## config.mk

```make
export PLATFORM = sky130hd
export DESIGN_NAME = alu_regfile
export DESIGN_NICKNAME = d
export VERILOG_FILES = /design/src/rtl/alu_regfile.sv
export SDC_FILE = /design/constraint.sdc
export NUM_CORES = 1
export LEC_CHECK = 0
export CORE_UTILIZATION = 35
export CTS_BUF_LIST = sky130_fd_sc_hd__clkbuf_16
export DETAILED_ROUTE_END_ITERATION = 8
export GPL_ROUTABILITY_DRIVEN = 1
export SETUP_SLACK_MARGIN = 0.4
export SKIP_CTS_REPAIR_TIMING = 1
export SLEW_MARGIN = 0
export SYNTH_ARGS = -nofsm -noshare
export SYNTH_HDL_FRONTEND = slang
export SYNTH_SLANG_ARGS = --single-unit
```

## constraint.sdc

```tcl
create_clock -name clk -period 1.3 [get_ports clk]
set_input_delay 0.26 -clock clk [delete_from_list [all_inputs] [get_ports clk]]
set_output_delay 0.26 -clock clk [all_outputs]
set_load 0.02 [all_outputs]
```

## src/rtl/alu_regfile.sv

```systemverilog
// Operand register file and C/Z/N flag register for the 8-bit datapath; optional write bypass under ALU_REGFILE_BYPASS_EN.
// Latency: reads are combinational, writes and flag updates take effect one clk edge later.
// Backpressure: none; every cycle is an independent fetch/write-back slot.
module alu_regfile #(
    parameter int DATA_W = 8,
    parameter int REG_N  = 4,
    parameter int ADDR_W = 2
) (
    input  logic              clk,
    input  logic              rst,
    input  logic [ADDR_W-1:0] rd_addr_a,
    input  logic [ADDR_W-1:0] rd_addr_b,
    output logic [DATA_W-1:0] rd_data_a,
    output logic [DATA_W-1:0] rd_data_b,
    input  logic              wr_en,
    input  logic [ADDR_W-1:0] wr_addr,
    input  logic [DATA_W-1:0] wr_data,
    input  logic              carry_in,
    input  logic              flag_en,
    output logic              flag_c,
    output logic              flag_z,
    output logic              flag_n
);

    logic [DATA_W-1:0] regs [REG_N];

    always_ff @(posedge clk) begin
        if (rst) begin
            for (int i = 0; i < REG_N; i++) begin
                regs[i] <= '0;
            end
            flag_c <= 1'b0;
            flag_z <= 1'b0;
            flag_n <= 1'b0;
        end else begin
            if (wr_en) begin
                regs[wr_addr] <= wr_data;
            end
            // Flags follow the result bus, so compare-style ops update them without a write.
            if (flag_en) begin
                flag_c <= carry_in;
                flag_z <= (wr_data == '0);
                flag_n <= wr_data[DATA_W-1];
            end
        end
    end

`ifdef ALU_REGFILE_BYPASS_EN
    logic byp_a;
    logic byp_b;

    assign byp_a     = wr_en && !rst && (rd_addr_a == wr_addr);
    assign byp_b     = wr_en && !rst && (rd_addr_b == wr_addr);
    assign rd_data_a = byp_a ? wr_data : regs[rd_addr_a];
    assign rd_data_b = byp_b ? wr_data : regs[rd_addr_b];
`else
    assign rd_data_a = regs[rd_addr_a];
    assign rd_data_b = regs[rd_addr_b];
`endif

endmodule

```

# [Word level (Yosys, flattened, before mapping)]
# Memories as Yosys holds them, arrays and structs flattened.
# Cells that the tools add are included.
[totals] ff_bits=3 latchBits=0 ramBits=32 rom_bits=0 input_bits=19 out_inout_bits=19 word_cells=14 n_memories=1
[mem_list] name="regs" depth=4 word_bits=8 read_ports=2 rd_ports_with_merged_regs=0 write_ports=4 line_no="25" rtl="logic [DATA_W-1:0] regs [REG_N];"
[classes] n_addsub=0 multipliers=0 div_mod_pow=0 n_lt_le_gt_ge=0 eq_ne=0 n_shift=0 n_mux=8 bitwise_logic=0 n_reduce_logical=2
[ops] operator="8-bit logical NOT" count=1
[ops] operator="8-bit two-way mux" count=1
[ops] operator="8-bit OR reduction" count=1
[ops] operator="1-bit two-way mux" count=6
[ops] operator="2-bit two-way mux" count=1

# [Depth between registers and ports, before layout]
# Gate-level depths: netlist of the first run.
[depth] depth_word=5 ltp_mapped=3 depth_no_buf=2

# [Worst setup path before layout of the first run]
# OpenSTA, ideal clock, no wires.
[synth_timing] kind="input -> output" start="input port rd_addr_a[0]" end="output port rd_data_a[0]" arrival_time_ps=1088 t_required_ps=1040 path_slack_ps=-48 path_stages=2 path_buffers=1 path_cell_list="buf_2 mux4_2"
[synth_between] elab_chain_len=1
[synth_rtl] item="start: declaration" line_no="11" rtl="input logic [ADDR_W-1:0] rd_addr_a,"
[synth_rtl] item="memory read 4 x 8 bit"
[synth_rtl] item="end: declaration" line_no="13" rtl="output logic [DATA_W-1:0] rd_data_a,"
# Every way passes these cells.

==> results of run 1 <==
per-stage QoR:
stage / instances / utilization / total power, W / worst slack, ns / cell area (µm²)
detailed placement: 218 / 0.491 / 0.00194 / -0.960 / 2350
global placement: 218 / 0.491 / 0.00193 / -0.957 / 2350
floorplan: 106 / - / 0.00165 / 0.0516 / 1810
global route: 226 / 0.539 / 0.00313 / -0.306 / 2580
CTS: 226 / 0.520 / 0.00303 / -0.967 / 2490
finish: 226 / 0.539 / 0.00304 / -0.271 / 2580
flip-flops by register name (all words and copies together), names as in the netlist:
name	count
flag_z	1
flag_c	1
regs	32
flag_n	1
path summary, 6_finish.rpt:
kind / start / endpoint / slack (ns) / cells after the start
worst max-delay path: regs[0][7]$_SDFFCE_PN0P_ / rd_data_a[7] / -0.27 / 2
worst min-delay path: rst / flag_c$_SDFFE_PP0P_ / 0.27 / 3
worst min register to register: flag_c$_SDFFE_PP0P_ / flag_c$_SDFFE_PP0P_ / 0.52 / 2
worst max register to register: flag_z$_SDFFE_PP0P_ / flag_z$_SDFFE_PP0P_ / 0.55 / 2
where the power goes:
part	leakage, nW	internal (W)	total [W]	switching [W]
Clock	0.0762	0.000691	0.00110	0.000410
Combinational	0.678	0.000333	0.000589	0.000256
Sequential	0.337	0.00132	0.00135	0.0000381
critical path, stage by stage, from the launching register on:
cell	delay, ns
edfxtp_1	0.41
mux4_2	0.48
buf_6	0.15
per-layer routing:
| layer | vias to the layer above | GRT usage | routed length (µm) |
|---|---|---|---|
| met5 | - | 0 | 0 |
| met4 | 0 | 0.0675 | 75 |
| met3 | 8 | 0.0359 | 174 |
| met2 | 37 | 0.283 | 2080 |
| met1 | 561 | 0.181 | 1540 |
| li1 | 512 | - | - |
cell usage in the layout (no fill, tap or decap), types with 2 or more instances in the layout:
cell,n
clkbuf_16,5
inv_1,3
dlymetal6s2s_1,13
dfxtp_2,3
and2_1,32
nor2_1,2
or2_4,3
buf_12,5
buf_6,22
buf_4,7
edfxtp_1,32
mux4_2,16
mux2i_1,2
cell families after synthesis:
logic type,count (synthesis),synth area share
multiplexers,18,0.215
buffers and inverters,6,0.0183
AND/OR/NAND/NOR,46,0.186
AO/OA/AOI/OAI,1,0.00565
flip-flops,35,0.576
final cells by class:
| cell class | count | area (µm²) | area share |
|---|---|---|---|
| Tap cell | 67 | 83.8 | 0.0325 |
| Clock buffer | 5 | 125 | 0.0485 |
| Clock inverter | 3 | 12.5 | 0.00485 |
| Sequential cell | 35 | 1020 | 0.397 |
| Inverter | 1 | 3.75 | 0.00145 |
| Multi-Input combinational cell | 65 | 737 | 0.286 |
| Timing Repair Buffer | 50 | 593 | 0.230 |
==> results.md, run 1 <==
* Fraction of layout cells with a size suffix above 1 at 0.440
* TritonCTS buffer count at 5
* Pwr dens at between 1000 and 1500 nW/µm²
* Crit. End Element: output port
* Full die area at between 5000 and 6000 µm²
* Yosys warns at 0
* Post-synth EDFFs at 32
* Async set-or-reset flop fraction in the synthesized netlist at 0
* Leakage at between 1 and 1.5 nW
* Drt total wl at a little under 4000 µm
* Routed Antenna Nets at 0
* Kind of path behind the tightest hold check: input pin to flip-flop
* Synth Cell Area at roughly 1800 µm²
* GRT overflow at 0
* Fill cells at slightly above 400
* Max Slew Vio Count at 0
* Root Buffer: clkbuf_16
* RSZ-0062 raised after global routing: true
* Hold WS at ~0.27 ns
* Syn Nets at roughly 130
* Post-synth top area share at 0.542
* Cell count after synthesis at between 100 and 150
* Final WS setup at -0.271 ns
* # setup viols final at 16
* Data required time of the critical path at 1.04 ns
* Post-route clock period utilization at 1.21
* Area grow syn2layout at 45.5%
* Residual DRC at 0
* Outcome: complete, but fails checks
* Initial Util at 0.370
* Hold Fails Final Rpt at 0
* Max Fclk at between 600 and 700 MHz
* Initial antenna violation count at 0
* Top cells by area, synth: edfxtp_1, mux4_2, and2_1
* TritonCTS clock tree: yes
* Number of max-cap violations at 0
* First-pass GRT wire length at 5910 µm
* Seq/Total Area, Yosys at 0.576
* Synth area leader: edfxtp_1
* Die height at approximately 73 µm
* Post-layout minimum cycle time at about 1.6 ns
* Cell variety after synth at 20
* Antenna diode count at 0
* Vias per cell at about 4.9
* Failing checks: setup timing
* Clock sink count at 35
* Vias in the first global route at between 1k and 1.5k
* Drt initial violations at 57
* Crit path max fanout at 2
* CP startpoint kind: flip-flop
* Htree depth at 2
* Routed vias at roughly 1.1k
* DIE WIDTH at approximately 73 µm
* Syn Area/Cell at around 17 µm²
* Largest net degree at the start of global routing at 11
* Max clock buf depth at 2
* Fin nets at roughly 180
* Clock latency on the worst-skew pair at between 0.2 and 0.3 ns
* First drt pass iteration count at 4
* Max-slew headroom at 0.814
* Port Buffers at 37
* Wire length per cell at 17.1 µm
* Num rows at 25
* Worst-path clk slew at about 0.05 ns
* DPL Wire Length at roughly 2800 µm
* Top FF cell, synth: edfxtp_1
* Synth Register Bits at 35
* Top cells by count, synth: and2_1, edfxtp_1, mux4_2
* Crit path arrival time at 1.31 ns
* Fin Setup TNS at -4.07 ns
* Core footprint at around 4800 µm²
* Gr usage total at 0.158
* Max IR drop VDD at 701 µV
* Crit Path Class: flip-flop to output port
* Clock Skew at 0 ns
* GP Congestion at between 0.7 and 0.8
* Tightest Pin Transition at roughly 0.28 ns
* Ports at 38
Note: power is estimated with default switching activity, not from simulation.
==> run 2, diff against run 1 <==
- GPL_TIMING_DRIVEN: not set -> 0
==> run 2 against run 1 <==
The flow still finishes with violations (setup timing). Cell count grew 0.44%. Sequential power is essentially flat. Flip-flop and latch count stayed put. Sequential share of layout area is 0.74 points lower. Core utilization up 1.0 points. Wire length grew 3.9%. Critical path depth stayed put. Via count is 0.89% higher. Non-clock buffer count grew 1. First-iteration DRC count is 18% lower.
==> results.md, run 2 (synthesis gave the netlist of run 1 again) <==
* Flip-flop and latch area at between 1000 and 1500 µm²
* Delay-heaviest family, CP: multiplexers
* Post-layout minimum cycle time at around 1.6 ns
* RSZ-0062 raised after global routing: true
* Critical path's slowest cell: mux4_2
* Worst-path clk slew at ~0.05 ns
* Crit. End Element: output port
* Sw frac at 0.236
* Kind of path behind the tightest hold check: input pin to flip-flop
* Port Buffers at 33
* P_int at 0.00234 W
* Logic pwr share at 0.194
* First-pass GRT wire length at roughly 6000 µm
* Initial antenna violation count at 0
* Max-slew headroom at 0.794
* Outcome: complete, but fails checks
* Max IR drop VDD at around 540 µV
* Fraction of layout cells with a size suffix above 1 at 0.613
* Leakage at 1.09 nW
* Tightest Pin Transition at 0.307 ns
* Routed vias at 1,128
* Number of max-cap violations at 0
* Antenna diode count at 0
* Hold Fails Final Rpt at 0
* Residual DRC at 0
* Max FFs per register at 32
* Final WS setup at -0.291 ns
* Crit path arrival time at 1.33 ns
* Crit path max fanout at 2
* Initial Util at 0.370
* Largest net degree at the start of global routing at 12
* Num rows at 25
* Data required time of the critical path at 1.04 ns
* Post-route clock period utilization at 1.22
* Fin nets at 178
* Wire length per cell at 17.7 µm
* Flop pwr share at 0.441
* Max Slew Vio Count at 0
* Most frequent cells in the layout: edfxtp_1, buf_6, and2_4, mux4_2, and2_1
* Htree depth at 2
* Max clock buf depth at 2
* CP startpoint kind: flip-flop
* Vias in the first global route at 1,176
* Gr usage total at 0.162
* Area grow syn2layout at 48.3%
* Fin Setup TNS at -4.04 ns
* First drt pass iteration count at 4
* Routed Antenna Nets at 0
* Buf+Inv Stages, Crit Path at 1
* Full die area at around 5400 µm²
* Fill cells at 404
* Drt initial violations at 47
* Cell breakdown of the critical path: mux4_2 -> buf_6
* Vias per cell at approximately 5.0
* Max Fclk at between 600 and 700 MHz
* Die height at between 70 and 80 µm
* Most common cell after layout, fill and taps aside: edfxtp_1
* Largest register by flop count: regs
* Clock latency on the worst-skew pair at about 0.28 ns
* DPL Wire Length at roughly 2700 µm
* Post-layout total power at slightly above 0.003 W
* Pwr dens at approximately 1200 nW/µm²
* P_sw at between 0.0007 and 0.0008 W
* Multi-input gate area at roughly 800 µm²
* GRT overflow at 0
* Clock sink count at 35
* Ports at 38
* Crit path largest cell delay at between 0.5 and 0.6 ns
* DIE WIDTH at roughly 73 µm
* Clock Skew at 0 ns
* GP Congestion at roughly 0.67
* Clock power frac at 0.365
* TritonCTS clock tree: yes
* Crit Path Class: flip-flop to output port
* TritonCTS buffer count at 5
* # setup viols final at 16
* Root Buffer: clkbuf_16
* Failing checks: setup timing
* Drt total wl at approximately 4000 µm
* Core footprint at around 4800 µm²
-- run 2: cell types whose count changed in the layout (fill, tap and decap cells not counted), moves of 2 or more --
| cell | previous run | this run |
|---|---|---|
| inv_1 | 3 | 1 |
| buf_6 | 22 | 25 |
| buf_8 | 1 | 3 |
| and2_1 | 32 | 11 |
| buf_2 | 0 | 3 |
| dlymetal6s2s_1 | 13 | 9 |
| buf_12 | 5 | 2 |
| and2_4 | 0 | 21 |
-- run 2: area by class of cell --
class	instances	share of cell area
multi-input combinational	65	0.308
sequential	35	0.390
clock buffer	5	0.0476
clock inverter	3	0.00619
buffer	5	0.0248
timing repair buffer	46	0.189
tap	67	0.0319
inverter	1	0.00238
-- run 2: path summary, 6_finish.rpt --
| check | startpoint | to | slack [ns] | depth (start not counted) |
|---|---|---|---|---|
| setup / recovery | regs[3][7]$_DFFE_PP_ | rd_data_a[7] | -0.29 | 2 |
| hold / removal | wr_data[7] | flag_n$_SDFFE_PP0P_ | 0.38 | 3 |
| setup reg to reg | flag_z$_SDFFE_PP0P_ | flag_z$_SDFFE_PP0P_ | 0.53 | 2 |
| hold reg to reg | flag_n$_SDFFE_PP0P_ | flag_n$_SDFFE_PP0P_ | 0.51 | 2 |
-- run 2: layer usage --
layer  track usage  vias to the layer above  wire (µm)
li1              -                      519          -
met5             0                        -          0
met1         0.196                      563       1650
met4        0.0566                        0         47
met2         0.276                       41       2090
met3        0.0470                        5        233
-- run 2: stage by stage --
step / cells / setup WS, ns / instance area [µm²] / utilization / hold WS, ns
floorplan: 106 / 0.0516 / 1810 / - / 0.407
global placement: 206 / -0.805 / 2230 / 0.466 / 0.484
detailed placement: 206 / -0.809 / 2230 / 0.466 / 0.495
CTS: 214 / -0.678 / 2370 / 0.495 / 0.517
global route: 227 / -0.323 / 2630 / 0.549 / 0.416
finish: 227 / -0.291 / 2630 / 0.549 / 0.384
-- run 2: worst min-delay path, stage by stage --
cell and delay (ns):
dlymetal6s2s_1 0.18, mux2i_1 0.10, nor2_1 0.08
-- run 2: power by group through the flow --
stage               clock, W  combinational, W  sequential [W]
finish               0.00112          0.000595         0.00135
global route         0.00119          0.000627         0.00136
CTS                  0.00114          0.000531         0.00135
detailed placement         0          0.000530         0.00137
global placement           0          0.000524         0.00136
floorplan                  0          0.000291         0.00136
==> run 3, diff against run 2 <==
- PLACE_DENSITY: not set -> 0.69
==> run 3 against run 2 <==
The run still ends with setup timing left. Worst setup slack gained 0.027 ns. Clock skew is the same. Clock-buffer cell count is the same. Flip-flop and latch count is the same. Global-route usage shrank 0.71 points. Via count shrank 0.71%. First-iteration DRC count grew 40%. Non-clock buffer count shrank 3. Combinational power shrank 2%. Sequential share of layout area grew 0.74 points.
==> results.md, run 3 (synthesis gave the netlist of run 1 again) <==
* Tightest Pin Transition at 0.298 ns
* P_int at roughly 0.0023 W
* R2r endpoint: flag_z$_SDFFE_PP0P_
* Post-layout minimum cycle time at around 1.6 ns
* DIE WIDTH at about 73 µm
* Drt total wl at just under 4000 µm
* GRT overflow at 0
* GP Congestion at around 0.75
* Flop pwr share at 0.447
* # setup viols final at 16
* Flip-flop and latch area at 1020 µm²
* Most frequent cells in the layout: edfxtp_1, and2_4, buf_6, mux4_2
* Htree depth at 2
* Largest register by flop count: regs
* Final WS setup at -0.264 ns
* Post-layout total power at 0.00302 W
* Logic pwr share at 0.194
* Most common cell after layout, fill and taps aside: edfxtp_1
* Multi-input gate area at between 700 and 800 µm²
* Root Buffer: clkbuf_16
* RR Startpoint: flag_z$_SDFFE_PP0P_
* Placement Setup Slack at -0.782 ns
* Failing checks: setup timing
* Vias in the first global route at 1,169
* Vias per cell at ~5.0
* Antenna diode count at 0
* Worst-path clk slew at 0.05 ns
* CP startpoint kind: flip-flop
* Cell depth of the worst flop-to-flop path at 2
* Cell count after placement at between 200 and 250
* Pwr dens at ~1200 nW/µm²
* P_sw at 0.000689 W
* Clock Skew at 0 ns
* TritonCTS clock tree: yes
* Post-route clock period utilization at 1.20
* First drt pass iteration count at 4
* Clock sink count at 35
* Num rows at 25
* Fraction of layout cells with a size suffix above 1 at 0.605
* Final Util at 0.539
* Full die area at around 5400 µm²
* Die height at roughly 73 µm
* Crit path max fanout at 2
* Max IR drop VDD at 765 µV
* Max Slew Vio Count at 0
* Hold depth at 3
* Largest net degree at the start of global routing at 11
* Initial Util at 0.370
* Clock power frac at 0.359
* Area grow syn2layout at 45.5%
* Outcome: complete, but fails checks
* Leakage at 1.07 nW
* Routed Antenna Nets at 0
* Routed vias at around 1.1k
* Crit Path Class: flip-flop to output port
* Hold Fails Final Rpt at 0
* Placed inst area at 2230 µm²
* Fill cells at 385
* Gr usage total at 0.155
* Hold Path End: flag_c$_SDFFE_PP0P_
* DPL Wire Length at 2600 µm
* Hold Startpoint: rst
* Max Fclk at 639 MHz
* Max FFs per register at 32
* Residual DRC at 0
* Final Instance Area at 2580 µm²
* Ports at 38
* Sw frac at 0.228
* Final non-filler cell total at about 220
* Max clock buf depth at 2
* Clock latency on the worst-skew pair at 0.27 ns
* Crit. End Element: output port
* Initial antenna violation count at 0
* Wire length per cell at ~18 µm
* TritonCTS buffer count at 5
* Port Buffers at 33
* Data required time of the critical path at about 1.0 ns
* Fin nets at 175
* Drt initial violations at 66
* Number of max-cap violations at 0
* Crit path arrival time at about 1.3 ns
* Kind of path behind the tightest hold check: input pin to flip-flop
* First-pass GRT wire length at 5860 µm
* Max-slew headroom at 0.800
* FF-to-FF setup slack at around 0.53 ns
* Core footprint at 4790 µm²
* RSZ-0062 raised after global routing: true
[run 3: cell type report]
| class | count | share of cell area |
|---|---|---|
| Timing Repair Buffer | 43 | 0.181 |
| Multi-Input combinational cell | 65 | 0.309 |
| Clock inverter | 3 | 0.00485 |
| Buffer | 5 | 0.0252 |
| Tap cell | 67 | 0.0325 |
| Sequential cell | 35 | 0.397 |
| Inverter | 1 | 0.00145 |
| Clock buffer | 5 | 0.0485 |
[run 3: worst max-delay path by stage]
stage / endpoint / startpoint / slack, ns
finish: rd_data_a[4] / regs[3][4]$_DFFE_PP_ / -0.26
global route: rd_data_b[1] / regs[0][1]$_SDFFCE_PN0P_ / -0.29
CTS: rd_data_a[4] / regs[3][4]$_DFFE_PP_ / -0.66
detailed placement: regs[1][6]$_SDFFCE_PN0P_ / rst / -0.78
global placement: regs[1][6]$_SDFFCE_PN0P_ / rst / -0.74
floorplan: regs[1][0]$_SDFFCE_PN0P_ / rst / 0.05
[run 3: metrics by stage]
step / hold slack, ns / setup TNS [ns]
after detailed placement: 0.516 / -38.59
after global routing: 0.257 / -4.41
after CTS: 0.533 / -25.01
final: 0.252 / -3.86
after floorplan: 0.407 / 0
after global placement: 0.478 / -36.55
[run 3: per-layer routing]
metal  vias up  part of all wire  track usage
met5         -                 0            0
met4         0             0.021       0.0414
met3         8             0.047       0.0387
met2        38              0.54        0.273
met1       563              0.39        0.189
li1        511                 -            -
[run 3: worst max-delay path, stage by stage (launching register included)]
cell and delay (ns):
edfxtp_1 0.38, mux4_2 0.51, buf_6 0.15
[run 3: power groups by stage]
stage / Sequential [W] / Combinational, W / Clock (W)
6_report: 0.00135 / 0.000585 / 0.00108
5_1_grt: 0.00136 / 0.000618 / 0.00115
4_1_cts: 0.00135 / 0.000530 / 0.00110
3_5_place_dp: 0.00137 / 0.000529 / 0
3_3_place_gp: 0.00136 / 0.000524 / 0
2_1_floorplan: 0.00136 / 0.000291 / 0
